## config.mk

```make
export PLATFORM = sky130hd
export DESIGN_NAME = mips_regfile_banked
export DESIGN_NICKNAME = d
export VERILOG_FILES = /design/src/rtl/mips_rf_pkg.sv /design/src/rtl/mips_rf_bank.sv /design/src/rtl/mips_regfile_banked.sv
export SDC_FILE = /design/constraint.sdc
export NUM_CORES = 2
export LEC_CHECK = 0
export BUFFER_PORTS_ARGS = -buffer_cell sky130_fd_sc_hd__buf_2
export CAP_MARGIN = 10
export CORE_UTILIZATION = 40
export DETAILED_ROUTE_END_ITERATION = 8
export HOLD_SLACK_MARGIN = 0.03
export PLACE_DENSITY_LB_ADDON = 0.25
export SLEW_MARGIN = 20
export SYNTH_ARGS = -nofsm -noshare
export SYNTH_HDL_FRONTEND = slang
export SYNTH_SLANG_ARGS = --single-unit
```

## constraint.sdc

```tcl
create_clock -name clk -period 4.6 [get_ports clk]
set_input_delay 0.46 -clock clk [delete_from_list [all_inputs] [get_ports clk]]
set_output_delay 0.46 -clock clk [all_outputs]
set_load 0.03 [all_outputs]
```

## src/rtl/mips_rf_pkg.sv

```systemverilog
// Shared constants and types for the Mini-MIPS banked register file.
package mips_rf_pkg;

   // Defaults shared with the decode stage
   localparam int unsigned RF_WIDTH  = 32;
   localparam int unsigned RF_DEPTH  = 32;
   localparam int unsigned RF_NBANKS = 2;

   // Bank indices
   localparam int unsigned BANK_GPR = 0;
   localparam int unsigned BANK_FPR = 1;

   typedef enum logic [0:0] {
      RF_IDLE,
      RF_CLEAR
   } rf_state_e;

   // Index width for n entries, never narrower than one bit
   function automatic int unsigned rf_clog2_min1(input int unsigned n);
      return (n > 1) ? $clog2(n) : 1;
   endfunction

endpackage

```

## src/rtl/mips_rf_bank.sv

```systemverilog
// One register bank: single write port, two combinational read taps.
module mips_rf_bank #(
   parameter int unsigned WIDTH = 32,
   parameter int unsigned DEPTH = 32,
   parameter int unsigned AW    = 5
) (
   input  logic             clk,
   input  logic             we,
   input  logic [AW-1:0]    waddr,
   input  logic [WIDTH-1:0] wdata,
   input  logic [AW-1:0]    ra_addr,
   input  logic [AW-1:0]    rb_addr,
   output logic [WIDTH-1:0] ra_data_c,
   output logic [WIDTH-1:0] rb_data_c
);

   logic [WIDTH-1:0] mem_q [DEPTH];

   // Storage write; contents are zeroed by the clear engine, not by reset
   always_ff @(posedge clk) begin
      if (we) begin
         mem_q[waddr] <= wdata;
      end
   end

   assign ra_data_c = mem_q[ra_addr];
   assign rb_data_c = mem_q[rb_addr];

endmodule

```

## src/rtl/mips_regfile_banked.sv

```systemverilog
// Banked architectural register file with self-clearing engine,
// write-first bypass and registered dual read ports.
module mips_regfile_banked
   import mips_rf_pkg::*;
#(
   parameter int unsigned WIDTH     = RF_WIDTH,
   parameter int unsigned DEPTH     = RF_DEPTH,
   parameter int unsigned NBANKS    = RF_NBANKS,
   parameter int unsigned ZERO_REG0 = 1,
   localparam int unsigned AW       = rf_clog2_min1(DEPTH),
   localparam int unsigned BW       = rf_clog2_min1(NBANKS)
) (
   input  logic             clk,
   input  logic             rst_n,
   input  logic             clr_req,
   output logic             busy,
   input  logic             we,
   input  logic [BW-1:0]    wbank,
   input  logic [AW-1:0]    waddr,
   input  logic [WIDTH-1:0] wdata,
   output logic             wr_drop,
   input  logic             re,
   input  logic [BW-1:0]    ra_bank,
   input  logic [AW-1:0]    ra_addr,
   input  logic [BW-1:0]    rb_bank,
   input  logic [AW-1:0]    rb_addr,
   output logic [WIDTH-1:0] ra_data,
   output logic [WIDTH-1:0] rb_data,
   output logic             rd_valid
);

   rf_state_e        state_q, state_d;
   logic [AW-1:0]    clr_ptr_q, clr_ptr_d;
   logic             busy_q, busy_d;
   logic             wr_drop_q, wr_drop_d;
   logic             rd_valid_q, rd_valid_d;
   logic [WIDTH-1:0] ra_data_q, ra_data_d;
   logic [WIDTH-1:0] rb_data_q, rb_data_d;

   logic              wr_ok_c;
   logic [NBANKS-1:0] bank_we_c;
   logic [AW-1:0]     bank_waddr_c;
   logic [WIDTH-1:0]  bank_wdata_c;
   logic [WIDTH-1:0]  bank_ra_c [NBANKS];
   logic [WIDTH-1:0]  bank_rb_c [NBANKS];

   function automatic logic rf_in_range(input logic [BW-1:0] bank, input logic [AW-1:0] addr);
      return ({1'b0, bank} < (BW+1)'(NBANKS)) && ({1'b0, addr} < (AW+1)'(DEPTH));
   endfunction

   function automatic logic rf_is_zero(input logic [BW-1:0] bank, input logic [AW-1:0] addr);
      return (ZERO_REG0 != 0) && (bank == BW'(BANK_GPR)) && (addr == '0);
   endfunction

   // Clear engine: sweep every entry once, then return to idle
   always_comb begin
      state_d   = state_q;
      clr_ptr_d = clr_ptr_q;
      case (state_q)
         RF_IDLE: begin
            if (clr_req) begin
               state_d   = RF_CLEAR;
               clr_ptr_d = '0;
            end
         end
         RF_CLEAR: begin
            if (clr_ptr_q == AW'(DEPTH - 1)) begin
               state_d   = RF_IDLE;
               clr_ptr_d = '0;
            end else begin
               clr_ptr_d = clr_ptr_q + AW'(1);
            end
         end
         default: begin
            state_d   = RF_CLEAR;
            clr_ptr_d = '0;
         end
      endcase
      busy_d = (state_d == RF_CLEAR);
   end

   // Write steering (clear has the port while busy) and read mux with bypass
   always_comb begin
      bank_we_c    = '0;
      wr_ok_c      = we & ~busy_q & rf_in_range(wbank, waddr) & ~rf_is_zero(wbank, waddr);
      bank_waddr_c = busy_q ? clr_ptr_q : waddr;
      bank_wdata_c = busy_q ? '0 : wdata;
      for (int b = 0; b < NBANKS; b++) begin
         bank_we_c[b] = busy_q | (wr_ok_c & (wbank == BW'(b)));
      end

      wr_drop_d  = we & busy_q;
      rd_valid_d = re;
      ra_data_d  = ra_data_q;
      rb_data_d  = rb_data_q;
      if (re) begin
         if (busy_q || !rf_in_range(ra_bank, ra_addr) || rf_is_zero(ra_bank, ra_addr)) begin
            ra_data_d = '0;
         end else if (wr_ok_c && (wbank == ra_bank) && (waddr == ra_addr)) begin
            ra_data_d = wdata;
         end else begin
            ra_data_d = bank_ra_c[ra_bank];
         end
         if (busy_q || !rf_in_range(rb_bank, rb_addr) || rf_is_zero(rb_bank, rb_addr)) begin
            rb_data_d = '0;
         end else if (wr_ok_c && (wbank == rb_bank) && (waddr == rb_addr)) begin
            rb_data_d = wdata;
         end else begin
            rb_data_d = bank_rb_c[rb_bank];
         end
      end
   end

   // State and output registers
   always_ff @(posedge clk or negedge rst_n) begin
      if (!rst_n) begin
         state_q    <= RF_CLEAR;
         clr_ptr_q  <= '0;
         busy_q     <= 1'b1;
         wr_drop_q  <= 1'b0;
         rd_valid_q <= 1'b0;
         ra_data_q  <= '0;
         rb_data_q  <= '0;
      end else begin
         state_q    <= state_d;
         clr_ptr_q  <= clr_ptr_d;
         busy_q     <= busy_d;
         wr_drop_q  <= wr_drop_d;
         rd_valid_q <= rd_valid_d;
         ra_data_q  <= ra_data_d;
         rb_data_q  <= rb_data_d;
      end
   end

   for (genvar g = 0; g < NBANKS; g++) begin : g_bank
      mips_rf_bank #(
         .WIDTH (WIDTH),
         .DEPTH (DEPTH),
         .AW    (AW)
      ) u_bank (
         .clk       (clk),
         .we        (bank_we_c[g]),
         .waddr     (bank_waddr_c),
         .wdata     (bank_wdata_c),
         .ra_addr   (ra_addr),
         .rb_addr   (rb_addr),
         .ra_data_c (bank_ra_c[g]),
         .rb_data_c (bank_rb_c[g])
      );
   end

   assign busy     = busy_q;
   assign wr_drop  = wr_drop_q;
   assign rd_valid = rd_valid_q;
   assign ra_data  = ra_data_q;
   assign rb_data  = rb_data_q;

endmodule

```

==> flow_metrics.env <==
export IMPL_grt_pass1_vias=57500
export IMPL_required_ps=5410
export IMPL_period_share=0.754
export IMPL_irDropWorstVdd_v=0.000478
export IMPL_synth_top_area_cell="edfxtp_1"
export IMPL_synth_edf_count=2048
export IMPL_place_area_um2=105000
export IMPL_area_growth_pct=14.9
export IMPL_insertion_delay_ps=880
export IMPL_worst_pin_slew_ps=1210
export IMPL_grt_remaining_overflow=0
export IMPL_m1WireLength_um=128000
export IMPL_synth_ff_latch_count=2120
export IMPL_fill_cells=20200
export IMPL_slew_headroom=0.188
export IMPL_grt_pass1_wl_um=487000
export IMPL_syn_inst=4885
export IMPL_drv_cap=0
export IMPL_numCtsBuffers=210
export IMPL_antenna_left=0
export IMPL_report_final_slew_viol_count=0
export IMPL_layout_commonest_cell="edfxtp_1"
export IMPL_ys_seq_area_frac=0.644
export IMPL_clock_path_buffers=3
export IMPL_vias=57700
export IMPL_htreeDepth=4
export IMPL_final_cell_mix="edfxtp_1, mux4_2, mux2i_1, buf_4, clkbuf_16"
export IMPL_nets=5252
export IMPL_ctsResizeCount=0
export IMPL_routed_wl_um=355000
export IMPL_antenna_found_initial=13
export IMPL_synth_flop_cell="edfxtp_1"
export IMPL_portBuffers=121
export IMPL_fp_coreArea_um2=244000
export IMPL_die_area_um2=248000
export IMPL_top_layer="met5"
export IMPL_stdcell_area_um2=113000
export IMPL_power_density_nw_per_um2=497
export IMPL_rsz0062_at_grt="false"
export IMPL_status="completed"
export IMPL_worstSetupPathType="in2reg"
export IMPL_io_pins=122
export IMPL_skew_ps=24.6
export IMPL_power_w=0.0561
export IMPL_routed_wl_met2_um=170000
export IMPL_cp_max_fo=51
export IMPL_async_reset_ff_frac=0.0340
export IMPL_dp_final_hpwl_um=213000
export IMPL_cts_tree="yes"
export IMPL_rows=181
export IMPL_start_kind="input port"
export IMPL_synth_area_um2=98300
export IMPL_synth_top_area_frac=0.626
export IMPL_timing_final_hold_violations=0
export IMPL_cts_root_buf="clkbuf_16"
export IMPL_hold_class="in2async"
export IMPL_syn_area_per_cell_um2=20.1
export IMPL_worstSetupEndpointType="flop"
export IMPL_reg2reg_from="busy"
export IMPL_cellLeakagePower_nw=37.2
export IMPL_die_h_um=498
export IMPL_fin_util=0.463
export IMPL_wl_per_cell_um=41.3
export IMPL_start_util=0.403
export IMPL_synthDistinctLibCells=65
export IMPL_setup_viol=0
export IMPL_grt_max_degree=103
export IMPL_grtUsageTotal=0.286
export IMPL_synth_fp_nets=4942
export IMPL_die_width_um=498
export IMPL_drcViolationCount=0
export IMPL_max_freq_ghz=0.288
export IMPL_drt_iter0_drc=8603
export IMPL_multi_input_area_um2=33700
export IMPL_drive_above_1_share=0.361
export IMPL_yosysWarnings=0
export IMPL_cts_sinks=2120
export IMPL_fin_setup_tns_ps=0
export IMPL_synth_area_leaders="edfxtp_1, mux4_2, mux2i_1"
export IMPL_path_clk_slew_ps=70
export IMPL_startpoint="rb_addr[2]"
export IMPL_arrival_ps=4280
export IMPL_met3_length_um=35800
export IMPL_seq_area_um2=63300
export IMPL_vias_per_cell=6.72
export IMPL_whs_ps=102
export IMPL_drt_first_pass_iters=6
export IMPL_place_gp_congestion=0.878
export IMPL_finalWorstPathRequiredPeriod_ps=3470
## what timing repair did
item | 4_1_cts | 5_1_grt
buffers inserted | 0 | 0
hold endpoints to repair | 101 | 0
endpoints found under the setup margin | 0 | 0
hold buffers | 36 | 0
## worst max-delay path, cell delays in order
cell	delay, ps
buf_8	430
or2_2	920
nor2_1	110
a2111oi_0	640
buf_4	220
a211oi_1	40
nor3_1	980
buf_4	250
a221o_1	100
## layout make-up
class                      count  share of cell area
sequential                  2120               0.561
antenna                        7            0.000155
multi-input combinational   2370               0.298
timing repair buffer         483              0.0399
clock inverter               132              0.0154
inverter                      10            0.000399
tap                         3202              0.0355
clock buffer                 263              0.0496
## power by group
| part | total (W) | switching, W | internal (W) | leakage, nW |
|---|---|---|---|---|
| Clock | 0.0185 | 0.00768 | 0.0108 | 3.56 |
| Sequential | 0.0261 | 0.00115 | 0.0250 | 20.0 |
| Combinational | 0.0114 | 0.00783 | 0.00361 | 13.6 |
| Total | 0.0561 | 0.0167 | 0.0394 | 37.2 |
## flip-flops by register name, summed over array words and instances, names as in the netlist
signal	count
g_bank.u_bank.mem_q	2048
ra_data	32
rb_data	32
clr_ptr_q	5
busy	1
rd_valid	1
wr_drop	1
## stage by stage
stage	setup WS, ps	std cells
6_report	1130	8587
5_1_grt	1080	8583
4_1_cts	1220	8572
3_5_place_dp	396	8141
3_3_place_gp	247	8130
2_1_floorplan	1050	4885
## path summary, 6_finish.rpt
path / to / slack (ps) / cells after the start
max in group asynchronous: rb_data[6] / 3420 / 3
worst max-delay path: rb_data[3] / 1130 / 9
worst min-delay path: ra_data[4] / 100 / 2
worst min register to register: ra_data[17] / 550 / 2
worst max register to register: g_bank[1].u_bank.mem_q[11][7] / 1140 / 4
min in group clk: ra_data[24] / 230 / 4
## cells by family (layout without fill, tap and decap cells)
family,count (synthesis),after routing,synth area share
DFF,2120,2120,0.644
muxes,1492,1492,0.280
AOI/OAI and AO/OA,525,525,0.0368
buffers and inverters,395,888,0.0209
and+or+nand+nor,338,338,0.0165
xor gates and xnor gates,13,13,0.00116
adders and majority gates,2,2,0.000255
other,0,7,0
## routing by layer
layer | up-vias | GRT usage
li1 | 21900 | -
met1 | 31200 | 0.365
met2 | 3767 | 0.456
met3 | 826 | 0.0627
met4 | 14 | 0.151
met5 | - | 0
## cells in the mapped netlist (all sizes together), types with 21 or more instances
| cell type | n |
|---|---|
| edfxtp | 2048 |
| mux4 | 1002 |
| mux2i | 444 |
| buf | 226 |
| clkbuf | 159 |
| o22ai | 154 |
| nor2 | 117 |
| o21ai | 91 |
| dfrtp | 71 |
| nand2 | 69 |
| a22oi | 61 |
| nor2b | 48 |
| mux2 | 46 |
| a211oi | 36 |
| nand3 | 32 |
| a21oi | 31 |
| a221oi | 24 |
| nor3 | 21 |
No activity file was read; power rests on OpenSTA's default activity.
